[src/rtl/seg_pkg.sv]
// rtl/seg_pkg.sv - shared helpers for the segmentation CNN pipeline stages
package seg_pkg;

   // Winner positions inside a 2x2 window, {row,col}
   localparam logic [1:0] UL = 2'b00;
   localparam logic [1:0] UR = 2'b01;
   localparam logic [1:0] LL = 2'b10;
   localparam logic [1:0] LR = 2'b11;

   function automatic int log2(input int value);
      int r;
      r = 0;
      while ((1 << r) < value) r++;
      return r;
   endfunction

   // Units are packed big-endian: unit 0 occupies the MSBs
   function automatic int unit_lsb(input int unit, input int bitw, input int units);
      return (units - 1 - unit) * bitw;
   endfunction

endpackage

[src/rtl/max_unit.sv]
// rtl/max_unit.sv - one-unit signed 2-input max; MAX_POOL_INDEX_EN exposes the winner select
module max_unit #(
   parameter int BITW = 8
) (
   input  logic [BITW-1:0] i_a,
   input  logic [BITW-1:0] i_b,
   output logic [BITW-1:0] o_max
`ifdef MAX_POOL_INDEX_EN
   , output logic          o_sel_b
`endif
);

   logic w_sel_b;

   // Strict compare: on a tie the earlier operand (i_a) wins
   assign w_sel_b = $signed(i_b) > $signed(i_a);
   assign o_max   = w_sel_b ? i_b : i_a;

`ifdef MAX_POOL_INDEX_EN
   assign o_sel_b = w_sel_b;
`endif

endmodule

[src/rtl/max_pooling_2x2.sv]
// rtl/max_pooling_2x2.sv - streaming 2x2/stride-2 max pooling; MAX_POOL_INDEX_EN adds out_index
module max_pooling_2x2
   import seg_pkg::*;
#(
   parameter int  WIDTH      = 4,
   parameter int  HEIGHT     = 4,
   parameter int  W_WIDTH    = 4,
   parameter int  W_HEIGHT   = 4,
   parameter int  FIXED_BITW = 8,
   parameter int  UNITS      = 1,
   localparam int H_BITW     = log2(W_WIDTH),
   localparam int V_BITW     = log2(W_HEIGHT),
   localparam int PIX_W      = FIXED_BITW * UNITS
) (
   input  logic              clock,
   input  logic              rst,
   input  logic              in_enable,
   input  logic [PIX_W-1:0]  in_pixels,
   input  logic [V_BITW-1:0] in_vcnt,
   input  logic [H_BITW-1:0] in_hcnt,
   output logic              out_enable,
   output logic [PIX_W-1:0]  out_pixels,
   output logic [V_BITW-1:0] out_vcnt,
   output logic [H_BITW-1:0] out_hcnt
`ifdef MAX_POOL_INDEX_EN
   , output logic [2*UNITS-1:0] out_index
`endif
);

   localparam int DEPTH  = (WIDTH + 1) / 2;
   localparam int A_BITW = (log2(DEPTH) < 1) ? 1 : log2(DEPTH);
`ifdef MAX_POOL_INDEX_EN
   localparam int MEM_W  = PIX_W + UNITS;
`else
   localparam int MEM_W  = PIX_W;
`endif

   logic [MEM_W-1:0]  r_mem [DEPTH];
   logic [DEPTH-1:0]  r_valid;
   logic [MEM_W-1:0]  r_rd_data;
   logic              r_rd_valid;
   logic [PIX_W-1:0]  r_left;
   logic              r_out_en;
   logic [PIX_W-1:0]  r_out_pix;
   logic [V_BITW-1:0] r_out_v;
   logic [H_BITW-1:0] r_out_h;

   logic [A_BITW-1:0] w_addr;
   logic              w_col_ok, w_row_ok, w_wr_en, w_rd_en, w_pool;
   logic [PIX_W-1:0]  w_pair_max, w_out_max, w_upper_pix;
   logic [MEM_W-1:0]  w_wr_data;

   // Trailing odd column/row has no partner and is dropped
   assign w_col_ok = (32'(in_hcnt) >> 1) < 32'(WIDTH / 2);
   assign w_row_ok = (32'(in_vcnt) >> 1) < 32'(HEIGHT / 2);
   assign w_addr   = A_BITW'(in_hcnt >> 1);

   assign w_wr_en = in_enable & ~in_vcnt[0] &  in_hcnt[0] & w_col_ok & w_row_ok;
   assign w_rd_en = in_enable &  in_vcnt[0] & ~in_hcnt[0] & w_col_ok & w_row_ok;
   assign w_pool  = in_enable &  in_vcnt[0] &  in_hcnt[0] & w_col_ok & w_row_ok;

   assign w_upper_pix = r_rd_data[MEM_W-1 -: PIX_W];

`ifdef MAX_POOL_INDEX_EN
   logic [UNITS-1:0]   w_pair_col, w_upper_col, w_out_row;
   logic [2*UNITS-1:0] w_out_idx, r_out_idx;
   assign w_wr_data   = {w_pair_max, w_pair_col};
   assign w_upper_col = r_rd_data[UNITS-1:0];
   assign out_index   = r_out_idx;
`else
   assign w_wr_data   = w_pair_max;
`endif

   for (genvar u = 0; u < UNITS; u++) begin : g_unit
      localparam int LSB = unit_lsb(u, FIXED_BITW, UNITS);

      max_unit #(.BITW(FIXED_BITW)) u_pair (
         .i_a   (r_left[LSB +: FIXED_BITW]),
         .i_b   (in_pixels[LSB +: FIXED_BITW]),
         .o_max (w_pair_max[LSB +: FIXED_BITW])
`ifdef MAX_POOL_INDEX_EN
         , .o_sel_b (w_pair_col[u])
`endif
      );

      max_unit #(.BITW(FIXED_BITW)) u_vert (
         .i_a   (w_upper_pix[LSB +: FIXED_BITW]),
         .i_b   (w_pair_max[LSB +: FIXED_BITW]),
         .o_max (w_out_max[LSB +: FIXED_BITW])
`ifdef MAX_POOL_INDEX_EN
         , .o_sel_b (w_out_row[u])
`endif
      );

`ifdef MAX_POOL_INDEX_EN
      assign w_out_idx[2*(UNITS-1-u) +: 2] =
         {w_out_row[u], w_out_row[u] ? w_pair_col[u] : w_upper_col[u]};
`endif
   end

   // Line buffer storage without reset so it maps onto block RAM
   always_ff @(posedge clock) begin
      if (w_wr_en) r_mem[w_addr] <= w_wr_data;
      if (w_rd_en) r_rd_data <= r_mem[w_addr];
   end

   always_ff @(posedge clock) begin
      if (rst) begin
         r_left     <= '0;
         r_valid    <= '0;
         r_rd_valid <= 1'b0;
         r_out_en   <= 1'b0;
         r_out_pix  <= '0;
         r_out_v    <= '0;
         r_out_h    <= '0;
`ifdef MAX_POOL_INDEX_EN
         r_out_idx  <= '0;
`endif
      end else begin
         r_out_en <= 1'b0;
         if (in_enable && !in_hcnt[0]) r_left <= in_pixels;
         if (w_wr_en) r_valid[w_addr] <= 1'b1;
         if (w_rd_en) r_rd_valid <= r_valid[w_addr];
         if (w_pool) begin
            // Consume the upper half so it can never pool twice
            r_valid[w_addr] <= 1'b0;
            r_rd_valid      <= 1'b0;
            if (r_rd_valid) begin
               r_out_en  <= 1'b1;
               r_out_pix <= w_out_max;
               r_out_v   <= in_vcnt >> 1;
               r_out_h   <= in_hcnt >> 1;
`ifdef MAX_POOL_INDEX_EN
               r_out_idx <= w_out_idx;
`endif
            end
         end
      end
   end

   assign out_enable = r_out_en;
   assign out_pixels = r_out_pix;
   assign out_vcnt   = r_out_v;
   assign out_hcnt   = r_out_h;

endmodule

[config.mk]
export PLATFORM = sky130hd
export DESIGN_NAME = max_pooling_2x2
export DESIGN_NICKNAME = d
export VERILOG_FILES = /design/src/rtl/seg_pkg.sv /design/src/rtl/max_unit.sv /design/src/rtl/max_pooling_2x2.sv
export SDC_FILE = /design/constraint.sdc
export NUM_CORES = 1
export LEC_CHECK = 0
export ABC_AREA = 1
export CORE_ASPECT_RATIO = 1.1
export CORE_UTILIZATION = 55
export DETAILED_ROUTE_END_ITERATION = 10
export PLACE_DENSITY = 0.88
export SETUP_SLACK_MARGIN = 0.3
export SYNTH_ARGS = -nofsm -noshare
export SYNTH_HDL_FRONTEND = slang
export SYNTH_SLANG_ARGS = --single-unit
[constraint.sdc]
create_clock -name clock -period 3.4 [get_ports clock]
set_clock_uncertainty 0.15 [all_clocks]
set_input_delay 0.68 -clock clock [delete_from_list [all_inputs] [get_ports clock]]
set_output_delay 0.68 -clock clock [all_outputs]
set_load 0.1 [all_outputs]
==> flow_metrics.py <==
metrics = {
    "global_routing": {
        "met2_usage_pct": 55.20,
        "grt_max_degree": 20,
        "met1_usage_pct": 33.80,
        "globalRouteTotalUtil_pct": 30.60,
        "grt_pass1_vias": 2238,
        "busiest_layer": "met2",
        "grtUsageMet3_pct": 5.428,
        "antenna_found_initial": 0,
        "grt_pass1_wl_mm": 10.17,
        "overflow": 0,
    },
    "placed_design": {
        "dp_hpwl_mm": 3.785,
        "placed_area_sq_um": 2778,
        "port_buffers": 25,
        "gp_congestion": 0.8791,
    },
    "detailed_routing": {
        "routed_wl_mm": 6.921,
        "ant_nets": 0,
        "dr.pass1.iters": 5,
        "drc": 0,
        "drt_iter0_drc": 232,
        "vias_per_cell": 5.735,
        "avgRoutedWirePerCell_um": 17.61,
        "vias": 2254,
    },
    "timing": {
        "worst_slew_pin_slew_ns": 0.7112,
        "relSlewSlack_pct": 52.47,
        "hold_viol_final": 0,
        "post-route-period-util_pct": 96.16,
        "grt_setup_unrepaired": "true",
        "fmax_mhz": 305.9,
        "period_needed_ns": 3.269,
        "final-max-slew-violation-count": 0,
        "setup_viol": 0,
        "fin_tns_setup_ns": 0,
    },
    "cts": {
        "ctsHoldBuffers": 0,
        "cts_buffers": 5,
        "root_buffer": "clkbuf_8",
        "clock_path_buffers": 2,
        "cts_tree": "built",
        "clkLatencyLatePin_ns": 0.31,
        "cts.clk_slew.worst_paths_ns": 0.09,
        "clock_sinks": 46,
        "htreeDepth": 2,
    },
    "power_and_ir_drop": {
        "p_seq_share_pct": 43.8,
        "netSwitchingPower_uw": 459.4,
        "vdd_ir_drop_max_uv": 264.1,
        "combPwrFrac_pct": 32.5,
        "p_int_uw": 949.5,
        "power_frac_clock_pct": 23.7,
        "swShare_pct": 32.61,
        "leakagePower_uw": 0.001457,
        "p_total_uw": 1409,
        "powerDensity_nw_per_um2": 420.8,
    },
    "worst_setup_path": {
        "cp.arrival_ns": 3.34,
        "required_ns": 3.47,
        "crit_path_max_fanout": 8,
        "path_cells": "buf_6, ha_4, a21o_1, nor2_4, nand2_4, nand2_4, nand3_4, buf_6, nand2_2, nand2_2, ha_4, a21oi_1, o21ai_1, nand2_1, nand3_2, nand2_4, inv_8, nand3_2, nand2_1, a21oi_1",
        "cp_slowest_stage_delay_ns": 0.25,
        "worstReg2RegStart": "r_left[3]",
        "cp_slowest_cell": "ha_4",
        "rr_endpoint": "out_pixels[5]",
        "reg2reg_slack_ns": 0.17,
        "start_kind": "input pin",
        "crit_top_cell": "nand2_4",
        "reg2reg_depth": 23,
        "crit_path_start": "in_pixels[7]",
        "end_kind": "flop",
        "critical_path_class": "input pin to flop",
    },
    "synthesis": {
        "yosys_warnings": 0,
        "synthSimpleGateAreaFrac_pct": 21.34,
        "yosys.area_share.adder_pct": 8.777,
        "syn-cell-area_sq_um": 2281,
        "ys_types": 22,
        "synth_mux_area_share_pct": 0,
        "postSynthCellCount": 266,
        "synth_seq_area_share_pct": 50.91,
        "synth-compound-area-share_pct": 11.57,
        "synth-seq-cells": 46,
        "synth-xor-area-share_pct": 0,
        "syn_area_per_cell_sq_um": 8.575,
        "synth_top_family_by_area": "simple AND/OR/NAND/NOR gates",
    },
    "die": {
        "die_h_um": 69.54,
        "io_pins": 28,
        "die_area_sq_um": 4409,
        "start_util_pct": 57.54,
        "rows": 24,
        "fp.coreArea_sq_um": 3964,
        "die-width_um": 63.40,
    },
    "min_path": {
        "min_from": "out_pixels[2]",
        "whs_path_depth": 2,
        "hold_class": "flop to flop",
        "hold_path_end": "out_pixels[2]",
    },
    "finish": {
        "n_antenna_cell": 0,
        "fillers": 204,
        "final_cell_area_sq_um": 3348,
        "regArea_sq_um": 1164,
        "layout_common_cells": "buf_4, nand2_1, inv_1, edfxtp_1",
        "multi_input_area_sq_um": 1335,
        "area_delta_synth_final_pct": 46.79,
        "layout_commonest_cell": "buf_4",
        "num-nets-final": 371,
        "drive_above_1_share_pct": 42.52,
    },
    "run_status": {
        "outcome": "complete, no violations",
    },
    "flow_run": {
        "maxCapViolCount": 0,
    },
}
-- logic make-up (layout without fill, tap and decap cells) --
| kind of cell | Yosys count | in the layout |
|---|---|---|
| adder cells (fa/ha/maj) | 16 | 16 |
| buffers and inverters | 42 | 114 |
| AO/OA/AOI/OAI | 51 | 51 |
| flip-flops | 46 | 46 |
| other | 1 | 2 |
| AND/OR/NAND/NOR | 110 | 112 |
-- final cells by class --
type                       instances  share of cell area [%]
timing repair buffer              72                   16.70
clock buffer                       5                   2.055
inverter                          34                   4.036
sequential                        46                   34.75
multi-input combinational        181                   39.87
tap                               52                   1.943
clock inverter                     3                  0.6353
-- flip-flops by register name, summed over array words and instances (netlist names), named ones only --
signal,cells
out_pixels,8
out_enable,1
r_mem,16
out_hcnt,1
out_vcnt,1
r_rd_data,8
r_rd_valid,1
r_left,8
-- critical path, delay by kind of cell --
family          cells  cell delay [ns]
fa+ha+maj           2             0.49
compound gates      4             0.69
buf+inv             3             0.33
simple gates       11             1.12
-- repair_timing --
| action | CTS | global route |
|---|---|---|
| cloned | 2 | 0 |
| resized for setup | 68 | 43 |
| setup buffers | 9 | 8 |
| pin swaps | 37 | 32 |
| setup endpoints to repair | 8 | 8 |
-- metal layers --
| metal | vias up | wire (um) |
|---|---|---|
| met5 | - | 0 |
| met4 | 0 | 242 |
| met3 | 22 | 349 |
| met2 | 110 | 3757 |
| met1 | 1085 | 2572 |
| li1 | 1037 | - |
-- power by group through the flow --
stage / Sequential (uW) / Clock [uW] / Combinational [uW]
2_1_floorplan: 633 / 0 / 172
3_3_place_gp: 627 / 0 / 279
3_5_place_dp: 628 / 0 / 289
4_1_cts: 616 / 329 / 383
5_1_grt: 619 / 356 / 486
6_report: 617 / 334 / 458
-- metrics by stage --
step | util [%] | setup slack (ns) | std cells | hold WS [ns]
after global placement | 70.08 | -0.3226 | 366 | 0.3072
after CTS | 81.09 | 0.3003 | 385 | 0.3300
after detailed placement | 70.08 | -0.3915 | 366 | 0.3171
after global routing | 84.47 | -0.004235 | 393 | 0.3681
final | 84.47 | 0.1306 | 393 | 0.3325
after floorplan | - | 0.3250 | 267 | 0.2975
-- worst max path at each step --
stage,end,depth (start not counted)
2_1_floorplan,out_pixels[0],17
3_3_place_gp,out_pixels[7],22
3_5_place_dp,out_pixels[7],17
4_1_cts,out_pixels[0],19
5_1_grt,out_pixels[7],20
6_report,out_pixels[5],20
-- synthesized netlist by cell type --
cell	number	share of area, %
nand4_1	9	2.5
a21oi_1	34	7.5
buf_4	2	0.66
nand3_2	1	0.44
nand2_1	73	12
conb_1	1	0.16
a311oi_1	1	0.38
nand4_2	1	0.55
a21o_1	1	0.33
o21ai_0	14	3.1
nand3_1	9	2.0
nor3_1	1	0.22
nand2_2	2	0.55
nand3_4	1	0.77
ha_1	16	8.8
dfxtp_1	22	19
o21a_1	1	0.33
clkbuf_1	6	0.99
edfxtp_1	24	32
nor2_1	11	1.8
inv_1	34	5.6
nor2_2	2	0.55
(Power assumes the default switching activity.)
